<file path="config.mk">
export PLATFORM = sky130hd
export DESIGN_NAME = tlc5615_dac
export DESIGN_NICKNAME = d
export VERILOG_FILES = /design/src/rtl/tlc5615_pkg.sv /design/src/rtl/tlc5615_tick.sv /design/src/rtl/tlc5615_dac.sv
export SDC_FILE = /design/constraint.sdc
export NUM_CORES = 1
export LEC_CHECK = 0
export CAP_MARGIN = 30
export CORE_MARGIN = 4
export CORE_UTILIZATION = 40
export DETAILED_ROUTE_END_ITERATION = 16
export REMOVE_ABC_BUFFERS = 1
export SYNTH_ARGS = -nofsm -noshare
export SYNTH_HDL_FRONTEND = slang
export SYNTH_HIERARCHICAL = 1
export SYNTH_SLANG_ARGS = --single-unit
</file>
<file path="constraint.sdc">
create_clock -name clk -period 2.3 [get_ports clk]
set_input_delay 0.345 -clock clk [delete_from_list [all_inputs] [get_ports clk]]
set_output_delay 0.345 -clock clk [all_outputs]
set_load 0.1 [all_outputs]
</file>
<file path="src/rtl/tlc5615_pkg.sv">
// Shared types and frame geometry for the TLC5615 serial DAC writer.
package tlc5615_pkg;
  localparam int DATA_BITS  = 10;
  localparam int PAD_BITS   = 2;
  localparam int FRAME_BITS = 12;

  typedef enum logic [1:0] {IDLE, SHIFT, END, GAP} state_t;
endpackage

</file>
<file path="src/rtl/tlc5615_tick.sv">
// Free-running tick generator: one-cycle pulse every DIVIDER+1 clk cycles.
module tlc5615_tick #(
  parameter int DIVIDER = 24
) (
  input  logic clk,
  input  logic rst,
  output logic tick
);
  localparam int CW = (DIVIDER < 1) ? 1 : $clog2(DIVIDER + 1);

  logic [CW-1:0] r_cnt;

  always_ff @(posedge clk) begin
    if (rst)              r_cnt <= CW'(DIVIDER);
    else if (r_cnt == '0) r_cnt <= CW'(DIVIDER);
    else                  r_cnt <= r_cnt - 1'b1;
  end

  assign tick = (r_cnt == '0);
endmodule

</file>
<file path="src/rtl/tlc5615_dac.sv">
// TLC5615 3-wire writer: sends {value,2'b00} MSB first after reset and on change.
// Optional periodic re-send of an unchanged value: define TLC5615_REFRESH_EN.
module tlc5615_dac
  import tlc5615_pkg::*;
#(
  parameter int DIVIDER   = 24,
  parameter int GAP_TICKS = 4
`ifdef TLC5615_REFRESH_EN
  ,
  parameter int REFRESH_TICKS = 40000
`endif
) (
  input  logic                 clk,
  input  logic                 rst,
  input  logic [DATA_BITS-1:0] value,
  output logic                 sclk,
  output logic                 mosi,
  output logic                 cs,
  output logic                 busy
);
  logic w_tick;

  tlc5615_tick #(.DIVIDER(DIVIDER)) u_tick (
    .clk  (clk),
    .rst  (rst),
    .tick (w_tick)
  );

  state_t                r_state,   w_state;
  logic [FRAME_BITS-1:0] r_shift,   w_shift;
  logic [DATA_BITS-1:0]  r_last,    w_last;
  logic                  r_force,   w_force;
  logic [3:0]            r_bit_cnt, w_bit_cnt;
  logic [7:0]            r_gap_cnt, w_gap_cnt;
  logic                  r_sclk,    w_sclk;
  logic                  r_mosi,    w_mosi;
  logic                  r_cs,      w_cs;
  logic                  r_busy,    w_busy;
  logic                  w_want;

`ifdef TLC5615_REFRESH_EN
  logic [15:0] r_refresh_cnt, w_refresh_cnt;
  logic        w_refresh_due;
  assign w_refresh_due = (r_refresh_cnt == 16'(REFRESH_TICKS - 1));
  assign w_want        = r_force || (value != r_last) || w_refresh_due;
`else
  assign w_want = r_force || (value != r_last);
`endif

  always_ff @(posedge clk) begin
    if (rst) begin
      r_state   <= IDLE;
      r_shift   <= '0;
      r_last    <= '0;
      r_force   <= 1'b1;
      r_bit_cnt <= '0;
      r_gap_cnt <= '0;
      r_sclk    <= 1'b0;
      r_mosi    <= 1'b0;
      r_cs      <= 1'b1;
      r_busy    <= 1'b0;
    end else begin
      r_state   <= w_state;
      r_shift   <= w_shift;
      r_last    <= w_last;
      r_force   <= w_force;
      r_bit_cnt <= w_bit_cnt;
      r_gap_cnt <= w_gap_cnt;
      r_sclk    <= w_sclk;
      r_mosi    <= w_mosi;
      r_cs      <= w_cs;
      r_busy    <= w_busy;
    end
  end

`ifdef TLC5615_REFRESH_EN
  always_ff @(posedge clk) begin
    if (rst) r_refresh_cnt <= '0;
    else     r_refresh_cnt <= w_refresh_cnt;
  end
`endif

  always_comb begin
    w_state   = r_state;
    w_shift   = r_shift;
    w_last    = r_last;
    w_force   = r_force;
    w_bit_cnt = r_bit_cnt;
    w_gap_cnt = r_gap_cnt;
    w_sclk    = r_sclk;
    w_mosi    = r_mosi;
    w_cs      = r_cs;
    w_busy    = r_busy;
`ifdef TLC5615_REFRESH_EN
    w_refresh_cnt = r_refresh_cnt;
`endif
    if (w_tick) begin
      case (r_state)
        IDLE: begin
          if (w_want) begin
            w_shift   = {value, {PAD_BITS{1'b0}}};
            w_last    = value;
            w_force   = 1'b0;
            w_cs      = 1'b0;
            w_mosi    = value[DATA_BITS-1];
            w_busy    = 1'b1;
            w_bit_cnt = '0;
            w_sclk    = 1'b0;
            w_state   = SHIFT;
`ifdef TLC5615_REFRESH_EN
            w_refresh_cnt = '0;
          end else begin
            w_refresh_cnt = r_refresh_cnt + 16'd1;
`endif
          end
        end
        SHIFT: begin
          // data only moves on falling ticks so it is stable around each rise
          if (!r_sclk) begin
            w_sclk = 1'b1;
          end else begin
            w_sclk = 1'b0;
            if (r_bit_cnt < 4'(FRAME_BITS - 1)) begin
              w_shift   = {r_shift[FRAME_BITS-2:0], 1'b0};
              w_mosi    = r_shift[FRAME_BITS-2];
              w_bit_cnt = r_bit_cnt + 4'd1;
            end else begin
              w_mosi  = 1'b0;
              w_state = END;
            end
          end
        end
        END: begin
          w_cs      = 1'b1;
          w_gap_cnt = '0;
          w_state   = GAP;
        end
        GAP: begin
          if (r_gap_cnt == 8'(GAP_TICKS - 1)) begin
            w_busy  = 1'b0;
            w_state = IDLE;
          end else begin
            w_gap_cnt = r_gap_cnt + 8'd1;
          end
        end
        default: w_state = IDLE;
      endcase
    end
  end

  assign sclk = r_sclk;
  assign mosi = r_mosi;
  assign cs   = r_cs;
  assign busy = r_busy;
endmodule

</file>
== Word-level counts from Yosys, hierarchy flattened ==
Index checks and enable logic that the tools add are counted.
Cells by class
  add/sub/neg operators: 3
  $lt $le $gt $ge: 1
  eq/ne operators: 11
  multiplexer cells: 26
  reductions and logical operators: 16
Operators by type and width (count)
  $mux 11: 3
  $pmux 11 s2: 1
  $pmux 8 s2: 1
  $mux 4: 3
  $ne 2x2->1 const B: 6
  $reduce_and 3->1: 4
  $ne 10x10->1: 1
  $reduce_and 5->1: 2
  $add 8x1->8 const B: 1
  $eq 8x2->1 const B: 1
  $mux 2: 4
  $mux 8: 1
  $pmux 1 s2: 4
  $pmux 2 s4: 1
  $pmux 4 s2: 1
  $reduce_and 4->1: 2
  $reduce_bool 2->1: 4
  $mux 1: 7
  $logic_not 5->1: 1
  $sub 5x1->5 const B: 1
  $add 4x1->4 const B: 1
  $eq 2x2->1 const B: 2
  $lt 4x4->1 const B: 1
  $eq 2x1->1 const B: 1
  other kinds (3): 3
Word-level totals
  register bits after elaboration: 45
  input bits: 12
  output and inout bits: 4
  logic and storage cells: 68

== Longest topological paths before layout ==
Gate-level depths: netlist of the first run.
  depth in word-level cells: 4
  depth in mapped cells: 9
  mapped depth without buffers: 8

== Hierarchy ==
The synthesis of the first run kept the hierarchy.
By module, submodules not included
  tlc5615_dac: times used 1, cells an instance 212, area each 1993.2 um^2, seq. area each 760.7 um^2
  tlc5615_tick: times used 1, cells an instance 23, area each 221.5 um^2, seq. area each 100.1 um^2

== Worst setup path before layout of the first run ==
OpenSTA, ideal clock, no wires.
  path kind: reg-to-reg
  from: register r_sclk (netlist: sclk)
  to: register r_shift[10]
  library setup time: 0.088 ns
  data arrival time: 2.104 ns
  data required time: 2.212 ns
  path slack: 0.108 ns
  stages on the path, launching flop included: 6
  buffers on the path: 1
  period minus slack after synthesis: 2.192 ns
  cell sequence: dfxtp_1 -> nand2_1 -> o21ai_0 -> clkbuf_1 -> a21oi_1 -> a311oi_2
On the way
  cells in the longest elaborated chain, start to end: 2
Ends and longest elaborated chain
  start, declared: line tlc5615_dac.sv:35  | logic r_sclk, w_sclk;
  start signal, assigned: line tlc5615_dac.sv:69  | r_sclk <= w_sclk;
  $ne 2x2->1 (no line)
  $reduce_and 5->1 (no line)
  end signal, assigned: line tlc5615_dac.sv:64  | r_shift <= w_shift;
  end, declared: line tlc5615_dac.sv:30  | logic [FRAME_BITS-1:0] r_shift, w_shift;
Every way passes these cells.
A chain may end at the register's enable or synchronous reset.

== Final worst setup path of the first run ==
  from: register u_tick.r_cnt[0]
  to: register r_state[0]
On the way
  cells in the longest elaborated chain, start to end: 2
Ends and longest elaborated chain
  start, declared: line tlc5615_tick.sv:11  | logic [CW-1:0] r_cnt;
  start signal, assigned: line tlc5615_tick.sv:14  | if (rst) r_cnt <= CW'(DIVIDER);
  start signal, assigned: line tlc5615_tick.sv:15  | else if (r_cnt == '0) r_cnt <= CW'(DIVIDER);
  start signal, assigned: line tlc5615_tick.sv:16  | else r_cnt <= r_cnt - 1'b1;
  $logic_not 5->1: line tlc5615_tick.sv:19  | assign tick = (r_cnt == '0);
  via w_tick: line tlc5615_dac.sv:21  | logic w_tick;
  $reduce_and 5->1 (no line)
  end signal, assigned: line tlc5615_dac.sv:63  | r_state <= w_state;
  end, declared: line tlc5615_dac.sv:29  | state_t r_state, w_state;
The timed path passes the listed nets, and every way through them passes these cells.

==> results of run 1 <==
critical path: cells and delay by family, from the launching register on:
kind / cells / cell delay [ps]
compound gates: 2 / 350
flops: 1 / 320
buf+inv: 3 / 380
simple gates: 2 / 690
fa+ha+maj: 1 / 160
cell usage after synthesis (3+ instances only):
master / number / share of area
dfxtp_1: 43 / 0.39
nor2_1: 26 / 0.044
a21oi_1: 24 / 0.054
mux2i_1: 15 / 0.068
xor2_1: 15 / 0.059
nand2_1: 12 / 0.020
o21ai_0: 10 / 0.023
nand3_1: 9 / 0.020
a311oi_2: 8 / 0.054
ha_1: 8 / 0.045
clkbuf_1: 6 / 0.010
inv_1: 6 / 0.010
nor3_1: 6 / 0.014
nand2b_1: 4 / 0.011
nand4_1: 4 / 0.011
buf_6: 3 / 0.015
nand4b_1: 3 / 0.012
o31ai_1: 3 / 0.010
xnor2_1: 3 / 0.012
power by group through the flow:
stage | registers [uW] | clock network (uW) | logic (uW)
2_1_floorplan | 805 | 0 | 84.8
3_3_place_gp | 801 | 0 | 159
3_5_place_dp | 801 | 0 | 161
4_1_cts | 783 | 542 | 162
5_1_grt | 787 | 575 | 179
6_report | 783 | 521 | 161
through the flow:
| stage | power, uW | hold slack, ps | util |
|---|---|---|---|
| 2_1_floorplan | 889 | 413 | - |
| 3_3_place_gp | 960 | 429 | 0.471 |
| 3_5_place_dp | 962 | 429 | 0.471 |
| 4_1_cts | 1490 | 440 | 0.490 |
| 5_1_grt | 1540 | 465 | 0.490 |
| 6_report | 1470 | 440 | 0.490 |
kinds of logic after synthesis:
family | after synthesis | share of synthesized area
compound gates | 56 | 0.186
fa+ha+maj | 8 | 0.0452
xor+xnor | 18 | 0.0712
flops | 43 | 0.389
mux | 16 | 0.0729
buf+inv | 19 | 0.0525
simple gates | 75 | 0.183
layer usage:
metal  global-route usage  routed length, um
met1                0.198               2250
met2                0.221               1900
met3               0.0358                107
met4               0.0449                 61
met5                    0                  0
flip-flops by register name (all words and copies together) (netlist names):
| register | cells |
|---|---|
| cs | 1 |
| sclk | 1 |
| busy | 1 |
| r_last | 10 |
| r_shift | 9 |
| u_tick/r_cnt | 5 |
| r_gap_cnt | 8 |
| r_force | 1 |
| mosi | 1 |
| r_bit_cnt | 4 |
| r_state | 2 |
cell type report:
cell class,count,area [sq um],area share
multi-input cells,173,1240,0.482
flip-flops and latches,43,861,0.335
well taps,70,87.6,0.0341
inverters,6,22.5,0.00877
repair buffers,26,260,0.101
clock buffers,8,100,0.0390
final timing paths:
check | start | to | slack (ps) | depth (start not counted)
setup / recovery | u_tick/r_cnt[0] | r_state[0] | 310 | 8
hold reg to reg | u_tick/r_cnt[0] | u_tick/r_cnt[0] | 440 | 1
hold / removal | u_tick/r_cnt[0] | u_tick/r_cnt[0] | 440 | 1
setup reg to reg | u_tick/r_cnt[0] | r_state[0] | 310 | 8
==> impl_metrics.toml, run 1 <==
[status]
outcome = "completed"

[floorplan]
placementRows = 26
die_w_um = 82.4
start_util = 0.423
die_y_um = 82.4
ios = 16
core_sq_mm = 0.00524
die_area_sq_mm = 0.00679

[routing]
routed-via-count = 1666
drc = 0
wire_per_inst_um = 13.3
first_pass_iters = 4
routed_wl_mm = 4.32
ant_nets = 0
dr.first_iter.drc_count = 66
viasPerCell = 5.11

[synth]
ys_warn_count = 6
synth_edf_count = 0
synthArstFlopShare = 0
syn_area_sq_mm = 0.00221
synth-main-ff-cell = "dfxtp_1"
synth_cell_types = 41
synth-seq-cells = 43
synthCells = 235
postSynthAreaPerCell_sq_um = 9.42
yosysSeqAreaShare = 0.389

[grt]
grt_pass1_vias = 1619
antenna_found_initial = 0
grt_max_degree = 40
track_usage = 0.144
grt_pass1_wl_mm = 7.53
overflow = 0

[sta]
tightest_slew_ps = 408
hold_viol_final = 0
fin_worst_skew_ps = 8.27
drv_slew = 0
relSlewSlack = 0.725
setup_violations = 0
tns_ps = 0
max_freq_mhz = 502
rsz0062_at_grt = "no"
finalWorstSetupSlack_ps = 308
min_period_ps = 1990
fin_crit_sh = 0.866

[place]
dpl.hpwl_mm = 3.08
place.gp.congestion = 0.768
place_area_sq_mm = 0.00247
place_ws_ps = 47.0
port_buffers = 15
dp.cells = 318

[clock_network]
clkTransAtPathRegs_ps = 80
cts_tree = "yes"
worstSkewPairLatency_ps = 290
cts_hold_buffers = 0
cts_setup_buffers = 0
cts_sinks = 43
ctsResizeCount = 0
numCtsBuffers = 5
cts_max_level = 2
cts_root_buf = "clkbuf_8"
cts_buffer_depth = 2

[setup_path]
worstPathArrival_ps = 2200
critPathCaptureType = "register"
worstPathCellList = "inv_1 > ha_1 > nor4b_2 > buf_4 > inv_1 > a41o_1 > or4_1 > o31ai_1"
critPathMaxStageDelay_ps = 510
worstPathMaxFanout = 9
crit_slowest_cell = "or4_1"
critPathMostFrequentCell = "inv_1"
cp-start-kind = "register"
crit_type = "reg -> reg"
cp.required_ps = 2510

[pwr]
combinationalPowerShare = 0.110
p_leak_uw = 0.000908
peakVddDrop_v = 0.000382
switching_power_uw = 350
power.share.clock = 0.356
p_seq_frac = 0.535
swShare = 0.239
internal-power_uw = 1110
powerDensity_mw_per_mm2 = 570

[final_layout]
fin_nets = 275
final_cells = 326
antenna_cells = 0
stdcell_area_sq_mm = 0.00257
drive_above_1_share = 0.152
mostFrequentLayoutCells = "43 x dfxtp_1, 26 x nor2_1, 24 x a21oi_1"
fill_cells = 521
final_common_cell = "dfxtp_1"
layout-area-overhead-vs-synth_pct = 16.0

[worst_hold_path]
hp-class = "reg -> reg"

[job]
max_cap_viol_count = 0
Note: power is estimated with default switching activity, not from simulation.
==> inputs of run 2 (changes only) <==
- ABC_CLOCK_PERIOD_IN_PS: unset -> 2300
==> results of run 2 <==
Final layout, timing and power as in run 1 (identical DEF).
==> inputs of run 3 (changes only) <==
- SYNTH_HIERARCHICAL: 1 -> unset
==> run 3 against run 2 <==
  * Global-route usage grew 0.23 points
  * Final cell count up 4.0%
  * Clock power up 34%
  * Hold slack improved by 12 ps
  * Sequential power is essentially flat
  * Flip-flop and latch count unchanged
  * Setup slack got worse by 180 ps
  * Critical path type is now in -> reg
  * Critical endpoint is now r_shift[8]
  * Largest power group unchanged
==> impl_metrics.toml, run 3 <==
[status]
outcome = "completed"

[final_layout]
largest-register = "r_last"
stdcell_area_sq_mm = 0.00270
layout-area-overhead-vs-synth_pct = 24.1
largest_register_ffs = 10
antenna_cells = 0
reg_top3 = "r_last: 10 flops, r_shift: 9 flops, r_gap_cnt: 8 flops"
fin_nets = 287
mostFrequentLayoutCells = "43 x dfxtp_1, 31 x buf_4, 21 x nor2_1"
final_common_cell = "dfxtp_1"
drive_above_1_share = 0.197

[pwr]
combinationalPowerShare = 0.097
internal-power_uw = 1280
swShare = 0.220
p_leak_uw = 0.00105
powerDensity_mw_per_mm2 = 607
power.share.clock = 0.426
peakVddDrop_v = 0.000338
p_seq_frac = 0.477
switching_power_uw = 361

[clock_network]
numCtsBuffers = 5
worstSkewPairLatency_ps = 290
cts_max_level = 2
clkTransAtPathRegs_ps = 80
ctsResizeCount = 0
cts_root_buf = "clkbuf_8"
cts_sinks = 43
cts_buffer_depth = 2
cts_hold_buffers = 0
cts_setup_buffers = 0
cts_tree = "yes"

[floorplan]
die_area_sq_mm = 0.00669
placementRows = 26
core_sq_mm = 0.00520
die_y_um = 81.8
ios = 16
start_util = 0.419
die_w_um = 81.8

[setup_path]
critPathMaxStageDelay_ps = 500
worstPathArrival_ps = 2340
worst-path-buf-inv = 2
critPathTopFamily = "simple AND/OR/NAND/NOR gates"
rr_worst_depth = 6
cp-start-kind = "input port"
worstPathMaxFanout = 24
cp.depth = 7
cp.required_ps = 2470
critPathCaptureType = "register"
crit_type = "in -> reg"
crit_slowest_cell = "or4_4"
worstPathCellList = "clkdlybuf4s50_1 > xor2_1 > or4_4 > or4_1 > buf_12 > a21oi_1 > a311oi_2"

[sta]
min_period_ps = 2170
fin_worst_skew_ps = 8.43
hold_viol_final = 0
relSlewSlack = 0.708
tightest_slew_ps = 434
rsz0062_at_grt = "no"
timing.hold.ws_ps = 452
fin_crit_sh = 0.943
max_freq_mhz = 461
drv_slew = 0
setup_violations = 0
finalWorstSetupSlack_ps = 132

[synth]
synthSimpleGateAreaFrac = 0.178
synthArstFlopShare = 0
synth_area_leaders = "dfxtp_1 40%, mux2i_1 8.7%, a311oi_2 5.5%"
synth_top_family_by_area = "compound AO/OA/AOI/OAI gates"
synth_compound_area_frac = 0.189
synth_edf_count = 0
synth-main-ff-cell = "dfxtp_1"
yosysMostFrequentCell = "dfxtp_1"
synth_cell_types = 46
synth-xor-area-share = 0.0684
syn_area_sq_mm = 0.00218
synthCells = 231
synth-seq-cells = 43
synthMuxAreaShare = 0.0873
synthAdderAreaFrac = 0.0402
netlist_top_cells_count = "43 x dfxtp_1, 21 x nor2_1, 19 x mux2i_1"
ys_warn_count = 0
synth_top_area_cell = "dfxtp_1"
synth_top_area_frac = 0.395
postSynthAreaPerCell_sq_um = 9.43
yosysSeqAreaShare = 0.395

[routing]
viasPerCell = 5.26
ant_nets = 0
routed_wl_mm = 4.50
drc = 0
wire_per_inst_um = 13.3
dr.first_iter.drc_count = 63
first_pass_iters = 4
routed-via-count = 1783

[worst_hold_path]
hp-class = "reg -> reg"
holdPathStages = 1

[grt]
grt_pass1_wl_mm = 7.55
grt_max_degree = 25
antenna_found_initial = 0
track_usage = 0.146
grt_pass1_vias = 1653
overflow = 0

[place]
dpl.hpwl_mm = 3.21
place_ws_ps = -186
place_area_sq_mm = 0.00256
port_buffers = 15
place.gp.congestion = 0.749

[job]
max_cap_viol_count = 0
-- run 3: layout make-up --
cell class                 instances  area [sq um]
clock buffer                       6          72.6
clock inverter                     2          60.1
fill                             513          2500
inverter                           7          26.3
multi-input combinational        168          1230
sequential                        43           861
tap                               70          87.6
timing repair buffer              43           363
-- run 3: through the flow --
stage	util	power (uW)	setup TNS, ps	instances
after detailed placement	0.493	960	-3900	331
after global placement	0.493	958	-3490	331
final	0.519	1640	0	339
after floorplan	-	887	-234	218
after global routing	0.519	1720	0	339
after CTS	0.518	1660	0	339
-- run 3: logic make-up (layout without fill, tap and decap cells) --
| family | after synthesis | count (layout) |
|---|---|---|
| AOI/OAI and AO/OA | 53 | 53 |
| adders and majority gates | 7 | 7 |
| muxes | 19 | 19 |
| and+or+nand+nor | 72 | 72 |
| buffers and inverters | 20 | 58 |
| DFF | 43 | 43 |
| xor gates and xnor gates | 17 | 17 |
-- run 3: final timing paths --
path | start | to | slack (ps)
max | value[5] | r_shift[8] | 130
min | u_tick.r_cnt[0] | u_tick.r_cnt[0] | 450
max reg2reg | u_tick.r_cnt[0] | r_state[0] | 170
min reg2reg | u_tick.r_cnt[0] | u_tick.r_cnt[0] | 450
-- run 3: per-layer routing --
| metal | part of all wire | up-vias | global-route usage |
|---|---|---|---|
| met2 | 0.45 | 18 | 0.232 |
| li1 | - | 922 | - |
| met3 | 0.032 | 5 | 0.0450 |
| met5 | 0 | - | 0 |
| met4 | 0.0089 | 0 | 0.0399 |
| met1 | 0.51 | 838 | 0.192 |
-- run 3: power by group through the flow --
stage	logic [uW]	clock network [uW]	registers [uW]
final	158	699	783
after floorplan	81.3	0	805
after global routing	175	754	786
after global placement	157	0	801
after CTS	160	718	783
after detailed placement	159	0	801
